$ cat src/rtl/vector_store_unit.sv
// Purpose: serialise one masked, strided 8-lane vector store into single-byte memory writes.
// Latency: lane i is driven the cycle after accept edge T+i; done/oob pulse after T+8; ready again after T+9.
// Backpressure: st_ready is low from accept until the DONE cycle ends; the requester holds st_valid meanwhile.
`timescale 1ns/1ps
module vector_store_unit #(
  parameter int unsigned ADDR_W    = 20,
  parameter int unsigned DATA_W    = 8,
  parameter int unsigned LANES     = 8,
  parameter int unsigned MEM_DEPTH = 610
) (
  input  logic                    clk,
  input  logic                    rst_n,
  input  logic                    st_valid,
  output logic                    st_ready,
  input  logic [ADDR_W-1:0]       st_base,
  input  logic [ADDR_W-1:0]       st_stride,
  input  logic [LANES*DATA_W-1:0] st_data,
  input  logic [LANES-1:0]        st_mask,
  output logic [ADDR_W-1:0]       addr,
  output logic                    wr_enable,
  output logic [DATA_W-1:0]       inData,
  output logic                    done,
  output logic                    oob
);

  localparam int unsigned     CNT_W   = $clog2(LANES + 1);
  // One extra bit so a depth equal to 2^ADDR_W still compares correctly.
  localparam logic [ADDR_W:0] DEPTH_L = (ADDR_W + 1)'(MEM_DEPTH);
  localparam logic [CNT_W-1:0] LAST_CNT = CNT_W'(LANES);

  typedef enum logic [1:0] {
    S_IDLE,
    S_WRITE,
    S_DONE
  } state_t;

  state_t                    state_q, state_d;
  logic [CNT_W-1:0]          cnt_q, cnt_d;
  logic [ADDR_W-1:0]         acc_q, acc_d;
  logic [ADDR_W-1:0]         stride_q, stride_d;
  logic [LANES*DATA_W-1:0]   data_q, data_d;
  logic [LANES-1:0]          mask_q, mask_d;
  logic                      oob_acc_q, oob_acc_d;
  logic [ADDR_W-1:0]         addr_q, addr_d;
  logic                      wr_q, wr_d;
  logic [DATA_W-1:0]         din_q, din_d;
  logic                      done_q, done_d;
  logic                      oob_q, oob_d;
  logic                      rdy_q, rdy_d;

  logic [ADDR_W-1:0]         slot_addr;
  logic [DATA_W-1:0]         slot_dat;
  logic                      slot_msk;
  logic                      slot_inr;

  // Select the lane for the next slot: lane 0 comes straight from the request at accept,
  // later lanes from the captured copy indexed by the lane counter.
  always_comb begin
    slot_addr = acc_q;
    slot_dat  = '0;
    slot_msk  = 1'b0;
    if (state_q == S_IDLE) begin
      slot_addr = st_base;
      slot_dat  = st_data[DATA_W-1:0];
      slot_msk  = st_mask[0];
    end else begin
      for (int k = 0; k < LANES; k++) begin
        if (cnt_q == CNT_W'(k)) begin
          slot_dat = data_q[k*DATA_W +: DATA_W];
          slot_msk = mask_q[k];
        end
      end
    end
  end

  assign slot_inr = ({1'b0, slot_addr} < DEPTH_L);

  // Next-state and registered-output logic of the store sequencer.
  always_comb begin
    state_d   = state_q;
    cnt_d     = cnt_q;
    acc_d     = acc_q;
    stride_d  = stride_q;
    data_d    = data_q;
    mask_d    = mask_q;
    oob_acc_d = oob_acc_q;
    addr_d    = addr_q;
    din_d     = din_q;
    wr_d      = 1'b0;
    done_d    = 1'b0;
    oob_d     = 1'b0;
    rdy_d     = rdy_q;

    case (state_q)
      S_IDLE: begin
        rdy_d = 1'b1;
        if (st_valid && rdy_q) begin
          stride_d  = st_stride;
          data_d    = st_data;
          mask_d    = st_mask;
          addr_d    = slot_addr;
          din_d     = slot_dat;
          wr_d      = slot_msk && slot_inr;
          oob_acc_d = slot_msk && !slot_inr;
          acc_d     = st_base + st_stride;
          cnt_d     = CNT_W'(1);
          rdy_d     = 1'b0;
          state_d   = S_WRITE;
        end
      end
      S_WRITE: begin
        rdy_d = 1'b0;
        if (cnt_q == LAST_CNT) begin
          // Last lane slot has been presented; report completion next cycle.
          done_d  = 1'b1;
          oob_d   = oob_acc_q;
          state_d = S_DONE;
        end else begin
          addr_d    = slot_addr;
          din_d     = slot_dat;
          wr_d      = slot_msk && slot_inr;
          oob_acc_d = oob_acc_q || (slot_msk && !slot_inr);
          acc_d     = acc_q + stride_q;
          cnt_d     = cnt_q + CNT_W'(1);
        end
      end
      S_DONE: begin
        rdy_d     = 1'b1;
        cnt_d     = '0;
        oob_acc_d = 1'b0;
        state_d   = S_IDLE;
      end
      default: begin
        rdy_d   = 1'b1;
        state_d = S_IDLE;
      end
    endcase
  end

  // State and output registers; reset aborts any store and drops the write strobe at once.
  always_ff @(posedge clk or negedge rst_n) begin
    if (!rst_n) begin
      state_q   <= S_IDLE;
      cnt_q     <= '0;
      acc_q     <= '0;
      stride_q  <= '0;
      data_q    <= '0;
      mask_q    <= '0;
      oob_acc_q <= 1'b0;
      addr_q    <= '0;
      wr_q      <= 1'b0;
      din_q     <= '0;
      done_q    <= 1'b0;
      oob_q     <= 1'b0;
      rdy_q     <= 1'b1;
    end else begin
      state_q   <= state_d;
      cnt_q     <= cnt_d;
      acc_q     <= acc_d;
      stride_q  <= stride_d;
      data_q    <= data_d;
      mask_q    <= mask_d;
      oob_acc_q <= oob_acc_d;
      addr_q    <= addr_d;
      wr_q      <= wr_d;
      din_q     <= din_d;
      done_q    <= done_d;
      oob_q     <= oob_d;
      rdy_q     <= rdy_d;
    end
  end

  assign st_ready  = rdy_q;
  assign addr      = addr_q;
  assign wr_enable = wr_q;
  assign inData    = din_q;
  assign done      = done_q;
  assign oob       = oob_q;

endmodule

$ cat config.mk
export PLATFORM = sky130hd
export DESIGN_NAME = vector_store_unit
export DESIGN_NICKNAME = d
export VERILOG_FILES = /design/src/rtl/vector_store_unit.sv
export SDC_FILE = /design/constraint.sdc
export NUM_CORES = 1
export LEC_CHECK = 0
export CAP_MARGIN = 0
export CORE_AREA = 10 10 137 139
export DETAILED_ROUTE_END_ITERATION = 12
export DIE_AREA = 0 0 147 149
export GPL_TIMING_DRIVEN = 0
export PLACE_DENSITY_LB_ADDON = 0.12
export REMOVE_ABC_BUFFERS = 1
export SETUP_SLACK_MARGIN = 0.3
export SLEW_MARGIN = 10
export SYNTH_ARGS = -nofsm -noshare
export SYNTH_HDL_FRONTEND = slang
export SYNTH_SLANG_ARGS = --single-unit
$ cat constraint.sdc
create_clock -name clk -period 3.67 [get_ports clk]
set_input_delay 0.367 -clock clk [delete_from_list [all_inputs] [get_ports clk]]
set_output_delay 0.367 -clock clk [all_outputs]
set_load 0.02 [all_outputs]
==> summary.md <==
| Metric | Value |
|---|---|
| Worst rel slew slack | `49.3%` |
| Layout cells sized above 1 | `15.3%` |
| Synth Instances | `843` |
| Antenna cells | `0` |
| Pin count of the biggest net entering global routing | `82` |
| Critical Path Sink Type | `flop` |
| Measured slew at the worst slew-check pin | `0.758 ns` |
| Die ar. | `0.0219 mm²` |
| Max-slew violations | `0` |
| Crit path cell chain | `inv_1, ha_1, nor2b_1, a221oi_2, o31ai_1, a221oi_2, o31ai_1, a21oi_1, o31ai_1, o22a_1` |
| CP required | `4.02 ns` |
| Min cycle time layout | `3.05 ns` |
| Netlist cell types | `64` |
| FILL cells | `1281` |
| Crit path from | `cnt_q[1]` |
| Main area contributors after synthesis | `dfrtp_1 (43%), mux2_2 (13%), ha_1 (6.7%)` |
| Part of the cycle the worst path needs | `83.2%` |
| Die Ht | `149 µm` |
| Crit Path Category | `flop to flop` |
| Die outline width | `147 µm` |
| Drt drc | `0` |
| CTS tree | `yes` |
| Io pins | `147` |
| Max_cap viols | `0` |
| Buf+Inv Stages, Crit Path | `1` |
| Most common cell in the netlist | `dfrtp_1` |
| Yosys top cell area share | `43.5%` |
| Register area | `0.00378 mm²` |
| Yosys warning count | `0` |
| R2r worst-path depth | `10` |
| Internal | `6260 µW` |
| Most used cell, CP | `o31ai_1` |
| Post-CTS Setup Inserts | `0` |
| Cell family with most CP delay | `compound AO/OA/AOI/OAI gates` |
| Clock skew | `0.0115 ns` |
| Design Area, Final | `0.0110 mm²` |
| Clock share of power | `16.6%` |
| Status | `complete, no violations` |
| Syn avg cell area | `10.2 µm²` |
| Iter 0 DRT Violations | `504` |
| Setup WS post-layout | `0.615 ns` |
| Initial antenna violation count | `0` |
| Port-buffer cells | `146` |
| CP max-delay cell | `nor2b_1` |
| Area Overhead vs Synth | `27.0%` |
| Clock Latency Late Sink | `0.42 ns` |
| Flop pwr share | `29.6%` |
| FF-to-FF Start | `cnt_q[1]` |
| CTS max path bufs | `2` |
| TritonCTS Buffers | `17` |
| Nets@finish | `1138` |
| GP Congestion | `0.866` |
| Worst path max stage delay | `0.67 ns` |
| Setup repair after global routing missed its margin | `no` |
| Cell leakage power | `0.00455 µW` |
| GRT Total Usage | `20.7%` |
| Area post-placement | `0.0104 mm²` |
| Number of flops mapped to enable cells by yosys | `0` |
| Starting density of the core | `53.4%` |
| Number of global-route vias before repair | `6922` |
| Post-synth top area cell | `dfrtp_1` |
| # setup viols final | `0` |
| Crit path DAT | `3.41 ns` |
| Final Util | `67.8%` |
| #FFs+latches synth | `151` |
| Remaining global-route overflow | `0` |
| Routed wire per std cell | `19.1 µm` |
| CTS sink count | `151` |
| Critical path peak fanout | `12` |
| DR vias/cell | `5.79` |
| Worst ir drop on vdd | `0.000518 V` |
| Root Driver | `clkbuf_16` |
| Post-route ant nets | `0` |
| Asr flop ratio synth | `100%` |
| Sw Pwr | `4150 µW` |
| Hpwl dp | `16.8 mm` |
| TNS Setup | `0 ns` |
| P per Cell Area | `950 mW/mm²` |
| Vias | `6978` |
| Row cnt | `47` |
| Comb pwr share | `53.8%` |
| Total stage count of the critical path | `10` |
| # H-tree levels | `4` |
| First-pass DRT Iterations | `5` |
| Routed wire length | `23.0 mm` |
| Place WS | `0.368 ns` |
| Most used flip-flop cell after synthesis | `dfrtp_1` |
| Synth cell count leaders | `dfrtp_1 (150), mux2_2 (98), nor2_1 (88)` |
| Reg clk slew, reported paths | `0.06 ns` |
| Highest clock rate | `327 MHz` |
| Cell area after synthesis | `0.00863 mm²` |
| Net Sw Frac | `39.9%` |
| FF-to-FF setup slack | `0.62 ns` |
| Seq/Total Area, Yosys | `43.8%` |
| Core ar. | `0.0162 mm²` |
| Global-route wire length before repair | `36.6 mm` |
| Area of the multi-input gates | `0.00462 mm²` |
| Hold slack | `0.487 ns` |
| Final hold violation count | `0` |
| Worst hold path type | `input port to asynchronous set/reset pin` |
| Setup crit start kind | `flop` |
-- registers in the layout, summed over array words and instances, names as in the netlist --
register,flops
wr_enable,1
mask_q,8
state_q,2
oob_acc_q,1
stride_q,20
acc_q,20
st_ready,1
oob,1
data_q,64
cnt_q,4
addr,20
done,1
inData,8
-- per-stage QoR --
step | instances | total power [µW]
floorplan | 803 | 6930
global placement | 1169 | 8230
detailed placement | 1175 | 8680
CTS | 1206 | 10500
global route | 1206 | 11200
finish | 1206 | 10400
-- placed cells by master (no fill, tap or decap), types with 3 or more instances in the layout --
cell type	count
or3_1	8
mux2_2	98
o21bai_1	3
mux2i_1	20
xor2_1	7
and2_1	5
xnor2_1	16
o31ai_1	11
and3_1	3
o22ai_1	3
o21a_1	7
nor3_1	15
o21ai_1	12
o21ai_0	38
inv_1	19
a21oi_1	85
ha_1	44
nand2_1	46
nor2_1	87
nor2b_1	4
a21boi_1	3
a31oi_1	8
o211ai_1	7
inv_6	3
nand3_1	10
clkbuf_16	17
a21o_1	12
a221oi_1	16
a221oi_2	3
nand4_1	3
dfrtp_1	150
clkdlybuf4s50_1	145
a22oi_1	9
nand2b_1	5
buf_16	5
a211oi_1	7
-- power groups by stage --
stage / Clock (µW) / Sequential [µW] / Combinational [µW]
4_1_cts: 1760 / 3080 / 5630
5_1_grt: 1840 / 3180 / 6170
3_3_place_gp: 0 / 3070 / 5170
2_1_floorplan: 0 / 3120 / 3800
3_5_place_dp: 0 / 3100 / 5580
6_report: 1730 / 3080 / 5600
-- metal layers --
metal,up-vias,share of wire [%],GRT usage [%],wire (µm)
met4,0,2.8,7.48,643
met1,3397,44,26.4,10200
met2,186,48,34.6,11100
met3,33,4.7,4.07,1070
li1,3362,-,-,-
met5,-,0,0,0
-- layout make-up --
class / count / share of cell area, %
flip-flops and latches: 151 / 34.5
clock buffers: 20 / 4.17
clock inverters: 10 / 1.10
repair buffers: 153 / 14.9
inverters: 19 / 0.651
multi-input cells: 633 / 42.2
well taps: 220 / 2.51
-- cells by family (layout without fill, tap and decap cells) --
group                      count (synthesis)  after routing  synth area share, %
AOI/OAI and AO/OA                        239            239                 17.6
muxes                                    119            119                 15.2
and+or+nand+nor                          204            204                 11.0
buffers and inverters                     59            202                 2.84
adders and majority gates                 48             48                 7.13
DFF                                      151            151                 43.8
xor gates and xnor gates                  23             23                 2.33
-- path summary, 6_finish.rpt --
check | end
worst max-delay path | oob_acc_q
worst min-delay path | inData[5]
worst max register to register | oob_acc_q
worst min register to register | data_q[42]
max in group asynchronous | acc_q[16]
min in group clk | data_q[42]
-- worst register-to-register path, cell delays in order (launching register included) --
cell	delay (ns)
dfrtp_1	0.41
inv_1	0.08
ha_1	0.37
nor2b_1	0.67
a221oi_2	0.12
o31ai_1	0.34
a221oi_2	0.15
o31ai_1	0.27
a21oi_1	0.17
o31ai_1	0.26
o22a_1	0.17
-- timing repair --
item / in CTS / in global routing
hold endpoints to repair: 70 / 0
gates resized for setup: 0 / 0
hold buffers: 1 / 0
(Power assumes the default switching activity.)
